## config.mk

```make
export PLATFORM = sky130hd
export DESIGN_NAME = decode_issue
export DESIGN_NICKNAME = d
export VERILOG_FILES = /design/src/rtl/decode_issue.sv
export SDC_FILE = /design/constraint.sdc
export NUM_CORES = 2
export LEC_CHECK = 0
export CAP_MARGIN = 5
export CORE_ASPECT_RATIO = 2
export CORE_MARGIN = 2
export CORE_UTILIZATION = 60
export DETAILED_ROUTE_END_ITERATION = 16
export GPL_ROUTABILITY_DRIVEN = 1
export GPL_TIMING_DRIVEN = 1
export PLACE_DENSITY = 0.89
export REMOVE_ABC_BUFFERS = 1
export SETUP_SLACK_MARGIN = 0.3
export SLEW_MARGIN = 10
export SYNTH_ARGS = -nofsm -noshare
export SYNTH_HDL_FRONTEND = slang
export SYNTH_SLANG_ARGS = --single-unit
export TNS_END_PERCENT = 1
```

## constraint.sdc

```tcl
create_clock -name clk -period 3.2 [get_ports clk]
set_input_delay 0.32 -clock clk [delete_from_list [all_inputs] [get_ports clk]]
set_output_delay 0.32 -clock clk [all_outputs]
set_load 0.02 [all_outputs]
```

## src/rtl/decode_issue.sv

```systemverilog
// Decode/issue stage: regfile read and issue into execution; `WB_BYPASS_EN adds same-cycle writeback bypass.
// Latency: 1 cycle from accept to ex_*; a mult is held on ex_* for MULT_CYCLES cycles.
// Backpressure: if_ready low while a mult is held; writeback is never stalled.
module decode_issue #(
    parameter int         MULT_CYCLES = 5,
    parameter logic [5:0] MUL_OPCODE  = 6'h02,
    parameter logic [5:0] NOP_OPCODE  = 6'h3F
) (
    input  logic        clk,
    input  logic        rst_n,
    input  logic        if_valid,
    input  logic [31:0] if_instr,
    output logic        if_ready,
    input  logic        wb_en,
    input  logic [4:0]  wb_addr,
    input  logic [31:0] wb_data,
    output logic [5:0]  ex_opcode,
    output logic [4:0]  ex_dst,
    output logic [31:0] ex_src1,
    output logic [31:0] ex_src2,
    output logic [9:0]  ex_offsetlo,
    output logic        ex_valid,
    output logic        busy
);

    typedef struct packed {
        logic [5:0] opcode;
        logic [4:0] dst;
        logic [4:0] rs1;
        logic [4:0] rs2;
        logic       rsvd;
        logic [9:0] offsetlo;
    } instr_t;

    typedef enum logic {RUN = 1'b0, HOLD = 1'b1} state_t;

    localparam int CW        = (MULT_CYCLES > 2) ? $clog2(MULT_CYCLES - 1) : 1;
    localparam int HOLD_INIT = (MULT_CYCLES > 1) ? MULT_CYCLES - 2 : 0;

    instr_t        instr;
    logic          unused_rsvd;
    state_t        state, state_nxt;
    logic [CW-1:0] cnt, cnt_nxt;
    logic          accept;
    logic [31:0]   rf [32];
    logic [31:0]   rd1, rd2;

    assign instr       = if_instr;
    assign unused_rsvd = instr.rsvd;
    assign accept      = (state == RUN) && if_valid;

    always_ff @(posedge clk or negedge rst_n) begin
        if (!rst_n) begin
            for (int i = 0; i < 32; i++) rf[i] <= '0;
        end else if (wb_en && (wb_addr != 5'd0)) begin
            rf[wb_addr] <= wb_data;
        end
    end

    always_comb begin
        rd1 = (instr.rs1 == 5'd0) ? 32'd0 : rf[instr.rs1];
        rd2 = (instr.rs2 == 5'd0) ? 32'd0 : rf[instr.rs2];
`ifdef WB_BYPASS_EN
        if (wb_en && (wb_addr != 5'd0) && (wb_addr == instr.rs1)) rd1 = wb_data;
        if (wb_en && (wb_addr != 5'd0) && (wb_addr == instr.rs2)) rd2 = wb_data;
`endif
    end

    always_ff @(posedge clk or negedge rst_n) begin
        if (!rst_n) begin
            state <= RUN;
            cnt   <= '0;
        end else begin
            state <= state_nxt;
            cnt   <= cnt_nxt;
        end
    end

    // cnt counts the remaining HOLD cycles after the current one
    always_comb begin
        state_nxt = state;
        cnt_nxt   = cnt;
        case (state)
            RUN: begin
                if (accept && (instr.opcode == MUL_OPCODE) && (MULT_CYCLES > 1)) begin
                    state_nxt = HOLD;
                    cnt_nxt   = CW'(HOLD_INIT);
                end
            end
            HOLD: begin
                if (cnt == '0) state_nxt = RUN;
                else           cnt_nxt   = cnt - 1'b1;
            end
            default: state_nxt = RUN;
        endcase
    end

    always_comb begin
        if_ready = (state == RUN);
        busy     = (state == HOLD);
    end

    // HOLD leaves every ex_* register untouched; bubbles only retire opcode/valid
    always_ff @(posedge clk or negedge rst_n) begin
        if (!rst_n) begin
            ex_opcode   <= NOP_OPCODE;
            ex_dst      <= '0;
            ex_src1     <= '0;
            ex_src2     <= '0;
            ex_offsetlo <= '0;
            ex_valid    <= 1'b0;
        end else if (accept) begin
            ex_opcode   <= instr.opcode;
            ex_dst      <= instr.dst;
            ex_src1     <= rd1;
            ex_src2     <= rd2;
            ex_offsetlo <= instr.offsetlo;
            ex_valid    <= 1'b1;
        end else if (state == RUN) begin
            ex_opcode   <= NOP_OPCODE;
            ex_valid    <= 1'b0;
        end
    end

endmodule

```

==> flow_metrics.env <==
export IMPL_cp_data_arrival_time_ns=3.02
export IMPL_grt_pass1_wl_um=277000
export IMPL_die_height_um=443
export IMPL_top_level_ports=161
export IMPL_cp_max_fo=34
export IMPL_routabilityCongestion=0.873
export IMPL_die_w_um=223
export IMPL_drive_above_1_share=0.436
export IMPL_antenna_found_initial=8
export IMPL_cts_tree="done"
export IMPL_p_int_mw=28.4
export IMPL_fin_worst_skew_ns=0.0186
export IMPL_final_common_cell="dfrtp_1"
export IMPL_pwr_share_clk=0.313
export IMPL_layout_common_cells="1107 x dfrtp_1, 1019 x mux2_2, 343 x mux2i_1, 338 x mux4_2, 150 x clkdlybuf4s50_1"
export IMPL_hold_path_class="in2reg"
export IMPL_rsz0062_at_grt="false"
export IMPL_grt_overflow=0
export IMPL_r2r_worst_path_cells=6
export IMPL_cellPowerDensity_nw_per_um2=617
export IMPL_crit_start="busy"
export IMPL_path_class="reg2reg"
export IMPL_seq_power_share=0.475
export IMPL_reg2reg_to="ex_src1[12]"
export IMPL_hold_viol=0
export IMPL_numCtsBuffers=95
export IMPL_cts_resized=0
export IMPL_initial_core_util=0.605
export IMPL_cts_sinks=1113
export IMPL_viasPerCell=7.62
export IMPL_dp_cells=5185
export IMPL_report_final_slew_viol_count=0
export IMPL_routed_wl_met3_um=20400
export IMPL_synthCells=4073
export IMPL_clockBufferDepth=3
export IMPL_yosys_warnings=0
export IMPL_fin_cells=5372
export IMPL_netSwitchingFraction=0.287
export IMPL_clockRootBuffer="clkbuf_16"
export IMPL_regToRegStartpoint="busy"
export IMPL_ir_drop_v=0.000470
export IMPL_tns_ns=0
export IMPL_finalNetCount=4142
export IMPL_syn_cell_area_um2=57700
export IMPL_wl_met1_um=59600
export IMPL_pwr_share_comb=0.212
export IMPL_synth_seq_cells=1113
export IMPL_leakagePower_nw=28.4
export IMPL_synth_edff_count=0
export IMPL_startpoint_type="register"
export IMPL_dr_pass1_iters=8
export IMPL_period_share=0.765
export IMPL_tightest_slew_ns=1.14
export IMPL_finalCriticalPeriod_ns=2.45
export IMPL_setup_violations=0
export IMPL_relSlewSlack=0.234
export IMPL_fmax_ghz=0.408
export IMPL_critPathCapture="ex_src1[12]"
export IMPL_grt_max_degree=118
export IMPL_remaining_drc_errors=0
export IMPL_async_reset_ff_frac=1.00
export IMPL_p_sw_mw=11.5
export IMPL_min_path_cells=3
export IMPL_avgSynthCellArea_um2=14.2
export IMPL_crit_path_end_kind="register"
export IMPL_htree_levels=3
export IMPL_core_area_um2=95300
export IMPL_io_buffers=159
export IMPL_regToRegSetupSlack_ns=0.75
export IMPL_top_layer="met5"
export IMPL_ys_seq_area_frac=0.483
export IMPL_clk_pin_slew_ns=0.07
export IMPL_area_growth_pct=12.0
export IMPL_route_vias_total=41000
export IMPL_drt_iter0_drc=4652
export IMPL_dieArea_um2=98800
export IMPL_place_hpwl_um=110000
export IMPL_worstSkewPairLatency_ns=0.73
export IMPL_ys_flop_type="dfrtp_1"
export IMPL_max_cap_violations=0
export IMPL_track_usage=0.380
export IMPL_num_rows=160
export IMPL_wl_met2_um=87400
export IMPL_routed_wl_um=186000
export IMPL_outcome="complete, no violations"
export IMPL_yosysUniqueCellTypes=52
export IMPL_grt_pass1_vias=43400
export IMPL_wl_per_cell_um=34.6
export IMPL_ant_nets=0
export IMPL_cp_required_ns=3.78
## cell type report
cell class	instances	area (um^2)
Antenna cell	9	22.5
Fill cell	5930	30700
Clock inverter	37	510
Tap cell	1215	1520
Inverter	5	18.8
Timing Repair Buffer	356	3850
Multi-Input combinational cell	2497	28000
Sequential cell	1113	27900
Clock buffer	140	2810
## power groups by stage
stage                     clock network (mW)  registers (mW)  logic, mW
after floorplan                            0            18.4       5.31
after global placement                     0            18.7       7.84
after detailed placement                   0            19.0       8.20
after CTS                               12.5            18.8       8.35
after global routing                    13.1            19.2       8.91
final                                   12.5            19.0       8.44
## sequential cells by signal, summed over array words and instances (netlist names)
signal,count
ex_valid,1
busy,1
ex_offsetlo,10
rf,1024
ex_src1,32
ex_src2,32
cnt,2
ex_dst,5
ex_opcode,6
## worst max-delay path: stages (launching register included)
cell and delay, ns:
dfrtp_1 0.46, nor2b_1 0.48, buf_4 0.32, o31a_2 0.20, buf_12 0.32, a21oi_1 0.11, a311oi_1 0.38
## cell usage after synthesis (all sizes together) (12+ instances only)
cell | n | area share
dfrtp | 1107 | 0.48
mux2 | 1026 | 0.20
mux2i | 343 | 0.060
mux4 | 338 | 0.13
clkbuf | 250 | 0.016
buf | 208 | 0.019
a22oi | 138 | 0.018
nand2 | 136 | 0.0088
a21oi | 78 | 0.0068
nor2b | 47 | 0.0051
o22ai | 45 | 0.0049
a211oi | 34 | 0.0044
o41ai | 33 | 0.0051
or2 | 32 | 0.0035
a22o | 22 | 0.0033
o221ai | 22 | 0.0033
a211o | 20 | 0.0030
and2 | 20 | 0.0022
nor2 | 18 | 0.0012
a221oi | 17 | 0.0026
a32o | 17 | 0.0029
o22a | 16 | 0.0024
a21o | 15 | 0.0020
a2111oi | 14 | 0.0021
a311oi | 14 | 0.0021
nand4 | 12 | 0.0013
## routing by layer
layer  vias to the layer above  track usage
met5                         -      0.00645
met4                         8        0.321
met3                      1148       0.0984
met2                      3245        0.595
met1                     21000        0.437
li1                      15500            -
## stage by stage
step	util	hold WS (ns)	setup slack, ns	total power, mW	area, um^2
after global routing	0.678	0.127	0.769	41.1	64600
after global placement	0.643	0.304	0.456	26.5	61300
after floorplan	-	0.0244	-0.968	23.7	55700
final	0.678	0.111	0.751	39.9	64600
after detailed placement	0.643	0.311	0.401	27.2	61300
after CTS	0.678	0.0970	0.822	39.6	64600
## logic make-up (layout without fill, tap and decap cells)
kind of cell | after synthesis | in the layout | share of synthesized area
muxes | 1707 | 1707 | 0.392
adders and majority gates | 1 | 1 | 0.000217
DFF | 1113 | 1113 | 0.483
and+or+nand+nor | 298 | 298 | 0.0259
buffers and inverters | 463 | 538 | 0.0355
AOI/OAI and AO/OA | 491 | 491 | 0.0638
other | 0 | 9 | 0
## worst min-delay path by stage
stage                            from             end  slack [ns]
final                     if_instr[5]  ex_offsetlo[5]        0.11
after global routing      if_instr[5]  ex_offsetlo[5]        0.13
after CTS                 if_instr[5]  ex_offsetlo[5]         0.1
after detailed placement        rst_n         rf[913]        0.31
after global placement          rst_n         rf[913]        0.30
after floorplan                 rst_n            busy        0.02
## timing repair
item | 4_1_cts | 5_1_grt
endpoints found under the setup margin | 0 | 0
hold endpoints to repair | 62 | 0
buffers inserted | 0 | 0
hold buffers | 1 | 0
(Power assumes the default switching activity.)
